[src/rtl/rx_frame_pkg.sv]
// Shared encodings and constants for the serial frame decoder
// that feeds the seven-segment display driver.
package rx_frame_pkg;

   typedef enum logic [1:0] {
      FR_WAIT_SYNC,
      FR_GET_HI,
      FR_GET_LO,
      FR_GET_SUM
   } frame_state_t;

   typedef enum logic [1:0] {
      RX_IDLE,
      RX_START,
      RX_DATA,
      RX_STOP
   } rx_state_t;

   localparam logic [7:0] MAX_DIGIT_PAIR    = 8'd99;
   localparam logic [7:0] DEFAULT_SYNC_BYTE = 8'hA5;

   // Each display byte is shown as two decimal digits.
   function automatic logic digit_pair_ok(input logic [7:0] b);
      return (b <= MAX_DIGIT_PAIR);
   endfunction

endpackage

[src/rtl/rx_frame_decoder_if.sv]
// Display value bus between the frame decoder (master) and the
// seven-segment display driver (slave).
interface rx_frame_decoder_if;
   logic [15:0] A;
   logic        frame_ok;
   logic        frame_err;

   modport master (output A, output frame_ok, output frame_err);
   modport slave  (input  A, input  frame_ok, input  frame_err);
endinterface

[src/rtl/uart_rx_byte.sv]
// 8N1 UART byte receiver: 2-FF synchronizer, start-bit qualification,
// mid-bit sampling and stop-bit check.
//
// state    | meaning
// ---------+---------------------------------------------------------
// RX_IDLE  | line idle, waiting for a 1->0 edge on the synced line
// RX_START | half-bit wait, then confirm the start bit is still low
// RX_DATA  | sample 8 data bits one bit period apart, LSB first
// RX_STOP  | sample the stop bit; pulse byte_valid or byte_ferr
module uart_rx_byte
   import rx_frame_pkg::*;
#(
   parameter int CLKS_PER_BIT = 434
)
(
   input  logic       clk,
   input  logic       rst,
   input  logic       rxd,
   output logic [7:0] byte_out,
   output logic       byte_valid,
   output logic       byte_ferr
);

   localparam int                CNT_W     = $clog2(CLKS_PER_BIT);
   localparam logic [CNT_W-1:0]  HALF_LOAD = CNT_W'(CLKS_PER_BIT / 2 - 1);
   localparam logic [CNT_W-1:0]  BIT_LOAD  = CNT_W'(CLKS_PER_BIT - 1);

   rx_state_t        r_state;
   logic             r_sync1;
   logic             r_rxs;
   logic             r_rxs_q;
   logic [CNT_W-1:0] r_baud_cnt;
   logic [2:0]       r_bit_cnt;
   logic [7:0]       r_shift;
   logic             r_byte_valid;
   logic             r_byte_ferr;
   logic             w_fall;

   assign w_fall = r_rxs_q & ~r_rxs;

   always_ff @(posedge clk) begin
      if (rst) begin
         r_state      <= RX_IDLE;
         r_sync1      <= 1'b1;
         r_rxs        <= 1'b1;
         r_rxs_q      <= 1'b1;
         r_baud_cnt   <= '0;
         r_bit_cnt    <= '0;
         r_shift      <= '0;
         r_byte_valid <= 1'b0;
         r_byte_ferr  <= 1'b0;
      end else begin
         r_sync1      <= rxd;
         r_rxs        <= r_sync1;
         r_rxs_q      <= r_rxs;
         r_byte_valid <= 1'b0;
         r_byte_ferr  <= 1'b0;

         case (r_state)
            RX_IDLE: begin
               if (w_fall) begin
                  r_state    <= RX_START;
                  r_baud_cnt <= HALF_LOAD;
                  r_bit_cnt  <= '0;
               end
            end

            RX_START: begin
               if (r_baud_cnt == '0) begin
                  // A start bit that has gone high by mid-bit is line noise.
                  if (!r_rxs) begin
                     r_state    <= RX_DATA;
                     r_baud_cnt <= BIT_LOAD;
                  end else begin
                     r_state <= RX_IDLE;
                  end
               end else begin
                  r_baud_cnt <= r_baud_cnt - 1'b1;
               end
            end

            RX_DATA: begin
               if (r_baud_cnt == '0) begin
                  r_shift    <= {r_rxs, r_shift[7:1]};
                  r_baud_cnt <= BIT_LOAD;
                  r_bit_cnt  <= r_bit_cnt + 3'd1;
                  if (r_bit_cnt == 3'd7) begin
                     r_state <= RX_STOP;
                  end
               end else begin
                  r_baud_cnt <= r_baud_cnt - 1'b1;
               end
            end

            RX_STOP: begin
               if (r_baud_cnt == '0) begin
                  r_state <= RX_IDLE;
                  if (r_rxs) begin
                     r_byte_valid <= 1'b1;
                  end else begin
                     r_byte_ferr <= 1'b1;
                  end
               end else begin
                  r_baud_cnt <= r_baud_cnt - 1'b1;
               end
            end

            default: r_state <= RX_IDLE;
         endcase
      end
   end

   assign byte_out   = r_shift;
   assign byte_valid = r_byte_valid;
   assign byte_ferr  = r_byte_ferr;

endmodule

[src/rtl/rx_frame_decoder.sv]
// Assembles {SYNC, hi, lo, sum} frames from the UART byte stream and
// updates the display value when a frame checks out.
//
// state        | meaning
// -------------+-----------------------------------------------------
// FR_WAIT_SYNC | hunting for the sync byte; other bytes are dropped
// FR_GET_HI    | next byte is the high display byte
// FR_GET_LO    | next byte is the low display byte
// FR_GET_SUM   | next byte is the 8-bit checksum; accept or reject
module rx_frame_decoder
   import rx_frame_pkg::*;
#(
   parameter int         CLKS_PER_BIT = 434,
   parameter logic [7:0] SYNC_BYTE    = DEFAULT_SYNC_BYTE,
   parameter int         GAP_BITS     = 20
)
(
   input  logic              clk,
   input  logic              rst,
   input  logic              rxd,
   rx_frame_decoder_if.master disp
);

   localparam int               GAP_CYC  = GAP_BITS * CLKS_PER_BIT;
   localparam int               GAP_W    = $clog2(GAP_CYC);
   // Terminal count at zero plus the registered error pulse lands the
   // timeout exactly GAP_CYC cycles after the byte_valid that armed it.
   localparam logic [GAP_W-1:0] GAP_LOAD = GAP_W'(GAP_CYC - 2);

   frame_state_t     r_state;
   logic [7:0]       r_hi;
   logic [7:0]       r_lo;
   logic [15:0]      r_a;
   logic             r_ok;
   logic             r_err;
   logic [GAP_W-1:0] r_gap_cnt;

   logic [7:0]       w_byte;
   logic             w_byte_valid;
   logic             w_byte_ferr;
   logic [7:0]       w_sum;
   logic             w_frame_good;

   uart_rx_byte #(
      .CLKS_PER_BIT (CLKS_PER_BIT)
   ) u_rx (
      .clk        (clk),
      .rst        (rst),
      .rxd        (rxd),
      .byte_out   (w_byte),
      .byte_valid (w_byte_valid),
      .byte_ferr  (w_byte_ferr)
   );

   assign w_sum        = r_hi + r_lo;
   assign w_frame_good = (w_byte == w_sum) && digit_pair_ok(r_hi) && digit_pair_ok(r_lo);

   always_ff @(posedge clk) begin
      if (rst) begin
         r_state   <= FR_WAIT_SYNC;
         r_hi      <= '0;
         r_lo      <= '0;
         r_a       <= '0;
         r_ok      <= 1'b0;
         r_err     <= 1'b0;
         r_gap_cnt <= GAP_LOAD;
      end else begin
         r_ok  <= 1'b0;
         r_err <= 1'b0;

         if (w_byte_ferr) begin
            if (r_state != FR_WAIT_SYNC) begin
               r_err <= 1'b1;
            end
            r_state <= FR_WAIT_SYNC;
         end else if (w_byte_valid) begin
            // A byte arriving on the timeout cycle still counts.
            r_gap_cnt <= GAP_LOAD;
            case (r_state)
               FR_WAIT_SYNC: begin
                  if (w_byte == SYNC_BYTE) begin
                     r_state <= FR_GET_HI;
                  end
               end
               FR_GET_HI: begin
                  r_hi    <= w_byte;
                  r_state <= FR_GET_LO;
               end
               FR_GET_LO: begin
                  r_lo    <= w_byte;
                  r_state <= FR_GET_SUM;
               end
               FR_GET_SUM: begin
                  if (w_frame_good) begin
                     r_a  <= {r_hi, r_lo};
                     r_ok <= 1'b1;
                  end else begin
                     r_err <= 1'b1;
                  end
                  r_state <= FR_WAIT_SYNC;
               end
               default: r_state <= FR_WAIT_SYNC;
            endcase
         end else if (r_state != FR_WAIT_SYNC) begin
            if (r_gap_cnt == '0) begin
               r_err   <= 1'b1;
               r_state <= FR_WAIT_SYNC;
            end else begin
               r_gap_cnt <= r_gap_cnt - 1'b1;
            end
         end
      end
   end

   assign disp.A         = r_a;
   assign disp.frame_ok  = r_ok;
   assign disp.frame_err = r_err;

endmodule

[src/flat_wrapper.sv]
// flat-port wrapper written by rule: the top's interface ports become plain ports
module rx_frame_decoder_flat import rx_frame_pkg::*;
#(
   parameter int         CLKS_PER_BIT = 434,
   parameter logic [7:0] SYNC_BYTE    = DEFAULT_SYNC_BYTE,
   parameter int         GAP_BITS     = 20
)
  (clk, rst, rxd, disp_A, disp_frame_ok, disp_frame_err);
  rx_frame_decoder_if disp_i ();
  input  logic clk;
  input  logic rst;
  input  logic rxd;
  output wire logic [$bits(disp_i.A)-1:0] disp_A;
  output wire logic [$bits(disp_i.frame_ok)-1:0] disp_frame_ok;
  output wire logic [$bits(disp_i.frame_err)-1:0] disp_frame_err;
  assign disp_A = disp_i.A;
  assign disp_frame_ok = disp_i.frame_ok;
  assign disp_frame_err = disp_i.frame_err;
  rx_frame_decoder #(.CLKS_PER_BIT(CLKS_PER_BIT), .SYNC_BYTE(SYNC_BYTE), .GAP_BITS(GAP_BITS)) u_core (.clk(clk), .rst(rst), .rxd(rxd), .disp(disp_i));
endmodule
[config.mk]
export PLATFORM = sky130hd
export DESIGN_NAME = rx_frame_decoder_flat
export DESIGN_NICKNAME = d
export VERILOG_FILES = /design/src/rtl/rx_frame_pkg.sv /design/src/rtl/rx_frame_decoder_if.sv /design/src/rtl/uart_rx_byte.sv /design/src/rtl/rx_frame_decoder.sv /design/src/flat_wrapper.sv
export SDC_FILE = /design/constraint.sdc
export NUM_CORES = 1
export LEC_CHECK = 0
export BUFFER_PORTS_ARGS = -buffer_cell sky130_fd_sc_hd__buf_2
export CORE_ASPECT_RATIO = 1.75
export CORE_MARGIN = 1.5
export CORE_UTILIZATION = 55
export DETAILED_ROUTE_END_ITERATION = 10
export PLACE_DENSITY = 0.73
export SYNTH_ARGS = -nofsm -noshare
export SYNTH_HDL_FRONTEND = slang
export SYNTH_SLANG_ARGS = --single-unit
[constraint.sdc]
create_clock -name clk -period 3.4 [get_ports clk]
set_input_delay 0.17 -clock clk [delete_from_list [all_inputs] [get_ports clk]]
set_output_delay 0.17 -clock clk [all_outputs]
set_load 0.03 [all_outputs]
### Word level (Yosys, flattened, before mapping)

Cells that the tools add are included.

* register bits: 77
* bits of input ports: 3
* output and inout bits: 18
* word-level logic and storage cells: 103

* add/sub/neg operators: 4
* order comparisons: 2
* equal/unequal tests: 18
* multiplexer cells: 34
* bitwise logic cells: 7
* reductions and logical operators: 22

Operators by type and width (count)
* 2-to-1 mux 9 bit: 5
* 2-to-1 mux 14 bit: 3
* case mux 9 bit (4 select lines): 1
* 2-to-1 mux 2 bit: 10
* AND reduction 3 bit: 6
* <= comparator 8 x 7 -> 1 bit, second input constant: 2
* case mux 2 bit (4 select lines): 2
* zero test 14 bit: 1
* != test 2 bit, second input constant: 7
* subtractor 14 x 1 -> 14 bit, second input constant: 1
* 2-to-1 mux 1 bit: 10
* zero test 9 bit: 1
* subtractor 9 x 1 -> 9 bit, second input constant: 1
* adder 8 bit: 1
* == test 2 bit, second input constant: 4
* == test 8 bit: 1
* == test 8 bit, second input constant: 1
* nonzero test 2 bit: 4
* 2-to-1 mux 3 bit: 2
* inverter 1 bit: 6
* case mux 3 bit (2 select lines): 1
* AND reduction 5 bit: 1
* == test 2 x 1 -> 1 bit, second input constant: 2
* zero test 2 bit: 2
* 11 further kinds: 12

### Longest topological paths before layout

Gate-level depths: netlist (run 1).

* depth after elaboration: 8
* mapped depth: 10
* mapped depth without buffers: 8

### Modules after synthesis

Synthesis (run 1) repeated with hierarchy kept, for this count alone.

* cell total of the unflattened synthesis: 473
* area total of the unflattened synthesis: 4139.0 µm²

By module, submodules not included
* rx_frame_decoder: times used 1, cells each 308, area an instance 2652.5 µm², sequential area each 1001.0 µm²
* uart_rx_byte: times used 1, cells each 165, area an instance 1486.4 µm², sequential area each 540.5 µm²

### Worst setup path before layout (run 1)

OpenSTA, ideal clock, no wires.

* path type: reg-to-reg
* from: register u_core.r_lo[0]
* to: register u_core.r_a[10], in the netlist u_core.disp.A[10]
* setup time: 0.132 ns
* arrival time: 2.391 ns
* required time: 3.268 ns
* slack: 0.876 ns
* stages on the path, launching flop included: 10
* buffers on the path: 1
* clock period less this slack: 2.524 ns
* path through: dfxtp_1 ha_1 fa_1 a211oi_1 nor3_1 nor4b_1 o21ai_1 clkbuf_1 o31ai_1 a21oi_1

* longest elaborated chain between the ends: 5
* elaborated cells on any way between the ends: 6
* those cells by class: add/sub: 1; order compare: 1; eq/ne: 1; reduce/logical: 3

RTL lines
* from (decl): line rx_frame_decoder.sv:32 `logic [7:0] r_lo;`
* from (signal assigned): line rx_frame_decoder.sv:90 `r_lo <= w_byte;`
* adder 8 bit: line rx_frame_decoder.sv:55 `assign w_sum = r_hi + r_lo;`
* == test 8 bit: line rx_frame_decoder.sv:56 `assign w_frame_good = (w_byte == w_sum) && digit_pair_ok(r_hi) && digit_pair_ok(r_lo);`
* logical AND 1 bit: line rx_frame_decoder.sv:56
* logical AND 1 bit (*): line rx_frame_decoder.sv:56
* AND reduction 4 bit (no line) (*)
* to (signal assigned): line rx_frame_decoder.sv:95 `r_a <= {r_hi, r_lo};`
* to (decl): line rx_frame_decoder.sv:33 `logic [15:0] r_a;`

Mark *: on every way between the ends. The rest lies on a longest branch, timed or not.
A chain may end at the register's enable or synchronous reset.

### Final worst setup path (run 1)

* from: register u_core.r_lo[0]
* to: register u_core.r_a[8], in the netlist u_core.disp.A[8]

Same word-level chain as after synthesis.

==> impl_metrics.json, run 1 <==
{
  "status": "completed",
  "avgRoutedWirePerCell_um": 16.3,
  "port_buffers": 20,
  "rr_endpoint": "u_core.disp.A[8]",
  "via_per_inst": 6.05,
  "htree_levels": 3,
  "clk_latency_ns": 0.34,
  "final-seq-area_um2": 1540,
  "die_area_um2": 7640,
  "endpoint_kind": "register",
  "diodes": 0,
  "finalWeightedCongestion": 0.965,
  "final-hold-violation-count": 0,
  "core_area_um2": 6860,
  "num_rows": 40,
  "drv_slew": 0,
  "async_flop_share": 0,
  "path_class": "register to register",
  "die_w_um": 66.7,
  "grt_max_degree": 54,
  "ys_seq_area_frac": 0.394,
  "dr.pass1.iters": 7,
  "grt_setup_unrepaired": "no",
  "hold_path_class": "primary input to register",
  "grt_pass1_wl_mm": 15.5,
  "finalPower_mw": 2.33,
  "startpoint_type": "register",
  "routed_wl_mm": 9.37,
  "dpl.hpwl_mm": 6.76,
  "synth_cells": 472,
  "p_leak_nw": 1.68,
  "cts_resized": 0,
  "root_buffer": "clkbuf_16",
  "grt_usage": 0.265,
  "synth_flop_cell": "dfxtp_1",
  "layout-drive-gt1-share": 0.122,
  "holdCritStartpoint": "rxd",
  "maxCapViolations": 0,
  "drtAntennaViolNets": 0,
  "relSlewSlack": 0.282,
  "area_growth_pct": 12.9,
  "overflow": 0,
  "finalCritPeriodShare": 0.798,
  "clk_path_buf_depth": 2,
  "avgSynthCellArea_um2": 8.28,
  "worstMarginPinSlew_ns": 1.07,
  "setup_viol": 0,
  "numCtsBuffers": 9,
  "hold_path_depth": 2,
  "tns_ns": 0,
  "clkTransAtPathRegs_ns": 0.06,
  "power.internal_mw": 1.76,
  "synth_edf_count": 0,
  "instances_no_fill": 575,
  "synth_warnings": 0,
  "swShare": 0.243,
  "fin_skew_ns": 0.00714,
  "antenna_found_initial": 0,
  "reg2reg_depth": 8,
  "worstPathRequired_ns": 3.66,
  "nets": 510,
  "ir_drop_uv": 492,
  "powerDensity_nw_per_um2": 528,
  "cts_tree": "yes",
  "pin_count": 21,
  "postCtsSetupBuffers": 0,
  "initial_core_util": 0.570,
  "r2r-start": "u_core.r_lo[0]",
  "synth_nets": 496,
  "grt_pass1_vias": 3347,
  "drc": 0,
  "fillers": 599,
  "via_count": 3477,
  "synth_seq_cells": 77,
  "place_inst": 559,
  "clkPwrFrac": 0.485,
  "maxClockFrequency_ghz": 0.369,
  "synthDistinctLibCells": 54,
  "combPwrFrac": 0.113,
  "cts_num_sinks": 77,
  "multi_input_comb_area_um2": 2200,
  "hold_end": "u_core.u_rx.r_sync1",
  "netlist_area_um2": 3910,
  "fin_crit_ns": 2.71,
  "p_seq_frac": 0.402,
  "cts_hold_buf": 0,
  "drt_iter0_markers": 189,
  "r2r_slack_ns": 0.69,
  "p_switching_mw": 0.567,
  "cp.arrival_ns": 2.98,
  "crit_path_max_fanout": 14,
  "fp.dieH_um": 115
}
-- worst max path at each step --
stage,startpoint,endpoint,slack (ns),depth (start not counted)
2_1_floorplan,u_core.r_lo[0],u_core.disp.A[10],0.88,9
3_3_place_gp,u_core.r_lo[0],u_core.disp.frame_err,0.77,9
3_5_place_dp,u_core.r_lo[0],u_core.disp.A[10],0.71,8
4_1_cts,u_core.r_lo[0],u_core.disp.A[10],0.70,8
5_1_grt,u_core.r_lo[0],u_core.disp.A[12],0.41,8
6_report,u_core.r_lo[0],u_core.disp.A[8],0.69,8
-- cells in the final DEF, fill, tap and decap left out, types with 3 or more instances in the layout --
cell	count
o21a_1	4
and3_1	4
buf_4	7
nand4_1	14
nor3_1	15
inv_1	14
nand3_1	33
nor2_1	35
or4_1	3
o31ai_1	15
xor2_1	17
bufinv_16	3
or2_2	10
ha_1	20
nand2_1	44
a22oi_1	3
nor4_1	6
a21oi_1	63
nor3b_1	3
buf_2	20
dfxtp_1	77
xnor2_1	7
clkbuf_16	9
o21ai_0	18
and2_1	3
-- logic make-up (layout without fill, tap and decap cells) --
logic type,Yosys count,after routing,share of synthesized area
AO/OA/AOI/OAI,122,122,0.185
XOR/XNOR,24,24,0.0538
adder cells (fa/ha/maj),21,21,0.0692
buffers and inverters,38,57,0.0419
flip-flops,77,77,0.394
multiplexers,3,3,0.00801
AND/OR/NAND/NOR,187,187,0.248
-- through the flow --
stage                     setup WS [ns]  cell area [µm²]  utilization  hold WS (ns)
after detailed placement          0.713             4050        0.591         0.367
after global placement            0.765             4050        0.591         0.367
after CTS                         0.699             4410        0.644        0.0191
final                             0.688             4410        0.644        0.0191
after floorplan                   0.876             3910            -         0.274
after global routing              0.407             4410        0.644        0.0234
-- per-layer routing --
metal / track usage / wire length [µm] / vias to the layer above
met5: 0 / 0 / -
met4: 0.158 / 401 / 0
met3: 0.0442 / 234 / 25
met2: 0.494 / 5180 / 64
met1: 0.261 / 3550 / 1657
li1: - / - / 1731
-- synthesized netlist by cell type (all sizes together), types with 3 or more instances --
cell type,n,share of area
a21oi,63,0.081
a22oi,3,0.0058
and2,3,0.0048
and3,4,0.0064
buf,5,0.010
clkbuf,19,0.018
dfxtp,77,0.39
ha,20,0.064
inv,14,0.013
nand2,44,0.042
nand3,33,0.042
nand4,14,0.022
nor2,35,0.034
nor3,16,0.022
nor3b,3,0.0058
nor4,7,0.013
o21a,4,0.0077
o21ai,21,0.028
o311ai,3,0.0067
o31ai,15,0.029
or2,10,0.016
or4,3,0.0058
xnor2,7,0.016
xor2,17,0.038
-- critical path: stages, from the launching register on --
cell	delay [ns]
dfxtp_1	0.33
ha_1	0.23
fa_1	0.41
a211oi_1	0.33
nor3_1	0.11
nor4b_1	0.35
o21a_1	0.50
nand4_1	0.19
a21oi_1	0.19
-- state kept, by name, summed over array words and instances (netlist names), 2 cells and up, named ones only --
register / cells
u_core.disp.A: 16
u_core.r_gap_cnt: 14
u_core.r_hi: 8
u_core.r_lo: 8
u_core.r_state: 2
u_core.u_rx.byte_out: 8
u_core.u_rx.r_baud_cnt: 9
u_core.u_rx.r_bit_cnt: 3
-- power groups by stage --
stage | logic (mW) | registers, mW | clock network (mW)
final | 0.263 | 0.937 | 1.13
after global routing | 0.291 | 0.938 | 1.18
after CTS | 0.260 | 0.936 | 1.14
after detailed placement | 0.256 | 0.956 | 0
after global placement | 0.252 | 0.954 | 0
after floorplan | 0.219 | 0.952 | 0
-- area by class of cell --
type	instances	share of cell area
Multi-Input combinational cell	357	0.499
Sequential cell	77	0.349
Clock buffer	11	0.0573
Timing Repair Buffer	27	0.0346
Clock inverter	5	0.0241
Tap cell	84	0.0238
Inverter	14	0.0119
Note: power is estimated with default switching activity, not from simulation.
==> run 2, diff against run 1 <==
==> constraint.sdc (replaced) <==
create_clock -name clk -period 2.8 [get_ports clk]
set_input_delay 0.14 -clock clk [delete_from_list [all_inputs] [get_ports clk]]
set_output_delay 0.14 -clock clk [all_outputs]
set_load 0.03 [all_outputs]
==> run 2 against run 1 <==
Net effect:
- cell area stayed put
- maximum frequency rose by 3.0%
- sequential share of layout area did not move
- cell count rose by 0.87%
- clock power is 6% lower
- critical path type unchanged
==> impl_metrics.json, run 2 (synthesis results as in run 1) <==
{
  "status": "completed",
  "die_area_um2": 7640,
  "drtAntennaViolNets": 0,
  "worstPathRequired_ns": 2.98,
  "maxClockFrequency_ghz": 0.380,
  "hold_path_class": "register to register",
  "layout_common_cells": "dfxtp_1 (77), a21oi_1 (62), nand2_1 (44), nor2_1 (35), nand3_1 (33)",
  "mostFrequentLayoutCell": "dfxtp_1",
  "core_area_um2": 6860,
  "p_leak_nw": 1.69,
  "fin_crit_ns": 2.63,
  "final-seq-area_um2": 1540,
  "dpl.hpwl_mm": 6.87,
  "routed_wl_mm": 9.39,
  "port_buffers": 20,
  "pin_count": 21,
  "dr.pass1.iters": 5,
  "overflow": 0,
  "maxCapViolations": 0,
  "htree_levels": 3,
  "fp.dieH_um": 115,
  "root_buffer": "clkbuf_16",
  "r2r-start": "u_core.r_lo[0]",
  "powerDensity_nw_per_um2": 570,
  "nets": 515,
  "grt_max_degree": 50,
  "tns_ns": 0,
  "clk_latency_ns": 0.34,
  "area_growth_pct": 12.9,
  "antenna_found_initial": 0,
  "r2r_slack_ns": 0.17,
  "numCtsBuffers": 9,
  "cts_tree": "yes",
  "via_per_inst": 5.98,
  "fillers": 588,
  "grt_setup_unrepaired": "no",
  "cts_num_sinks": 77,
  "fin_skew_ns": 0.00444,
  "diodes": 0,
  "finalCritPeriodShare": 0.940,
  "cp.arrival_ns": 2.81,
  "relSlewSlack": 0.387,
  "largest_reg_flops": 16,
  "grt_usage": 0.262,
  "path_class": "register to register",
  "via_count": 3466,
  "multi_input_comb_area_um2": 2230,
  "hold_path_depth": 1,
  "grt_pass1_wl_mm": 15.4,
  "avgRoutedWirePerCell_um": 16.2,
  "clkTransAtPathRegs_ns": 0.06,
  "hold_end": "u_core.u_rx.r_rxs",
  "drv_slew": 0,
  "final-hold-violation-count": 0,
  "finalWeightedCongestion": 0.983,
  "startpoint_type": "register",
  "initial_core_util": 0.570,
  "holdCritStartpoint": "u_core.u_rx.r_sync1",
  "grt_pass1_vias": 3405,
  "reg2reg_depth": 9,
  "instances_no_fill": 580,
  "die_w_um": 66.7,
  "drc": 0,
  "postCtsSetupBuffers": 0,
  "drt_iter0_markers": 172,
  "ir_drop_uv": 346,
  "endpoint_kind": "register",
  "crit_path_max_fanout": 16,
  "setup_viol": 0,
  "layout-drive-gt1-share": 0.135,
  "clk_path_buf_depth": 2,
  "place_inst": 563,
  "worstMarginPinSlew_ns": 0.911,
  "rr_endpoint": "u_core.disp.A[10]",
  "num_rows": 40
}
==> run 2: worst max-delay path by stage <==
stage | startpoint | endpoint | slack, ns | cells past startpoint
floorplan | u_core.r_lo[0] | u_core.disp.A[10] | 0.28 | 9
global placement | u_core.r_lo[0] | u_core.disp.A[14] | 0.22 | 9
global route | u_core.r_lo[0] | u_core.disp.A[10] | 0.02 | 9
detailed placement | u_core.r_lo[0] | u_core.disp.A[10] | 0.05 | 9
CTS | u_core.r_lo[0] | u_core.disp.A[10] | 0.002 | 9
finish | u_core.r_lo[0] | u_core.disp.A[10] | 0.17 | 9
==> run 2: timing repair <==
item | CTS | global route
resized for setup | 0 | 5
hold buffers | 1 | 0
endpoints found under the hold margin | 1 | 0
setup endpoints to repair | 0 | 18
==> run 2: area by class of cell <==
class                           instances  area share
Multi-Input combinational cell        357       0.504
Sequential cell                        77       0.349
Clock buffer                           12      0.0559
Timing Repair Buffer                   32      0.0493
Tap cell                               84      0.0238
Inverter                               14      0.0119
Clock inverter                          4     0.00539
==> run 2: stage by stage <==
| stage | instance area [µm²] | utilization | total power [mW] | hold WS (ns) | worst slack [ns] |
|---|---|---|---|---|---|
| 2_1_floorplan | 3910 | - | 1.42 | 0.244 | 0.276 |
| 3_3_place_gp | 4110 | 0.599 | 1.46 | 0.332 | 0.222 |
| 3_5_place_dp | 4110 | 0.599 | 1.47 | 0.329 | 0.0496 |
| 4_1_cts | 4390 | 0.640 | 2.53 | 0.405 | 0.00174 |
| 5_1_grt | 4410 | 0.644 | 2.61 | 0.423 | 0.0243 |
| 6_report | 4410 | 0.644 | 2.52 | 0.406 | 0.167 |
==> run 2: critical path, cell delays in order (launching register included) <==
cell	delay, ns
dfxtp_1	0.36
ha_1	0.24
fa_1	0.45
xor2_1	0.15
nor4_1	0.27
and4_2	0.34
nand4b_1	0.10
buf_4	0.21
o31ai_1	0.24
a21oi_1	0.11
==> run 2: report_power, final <==
group	switching, mW	internal, mW	total [mW]
combinational	0.210	0.106	0.316
sequential	0.0188	1.12	1.14
clock	0.443	0.621	1.06
==> run 2: per-layer routing <==
layer / vias to the layer above / GRT usage / wire [µm]
li1: 1742 / - / -
met1: 1624 / 0.251 / 3490
met2: 68 / 0.493 / 5190
met3: 32 / 0.0393 / 251
met4: 0 / 0.171 / 457
met5: - / 0 / 0
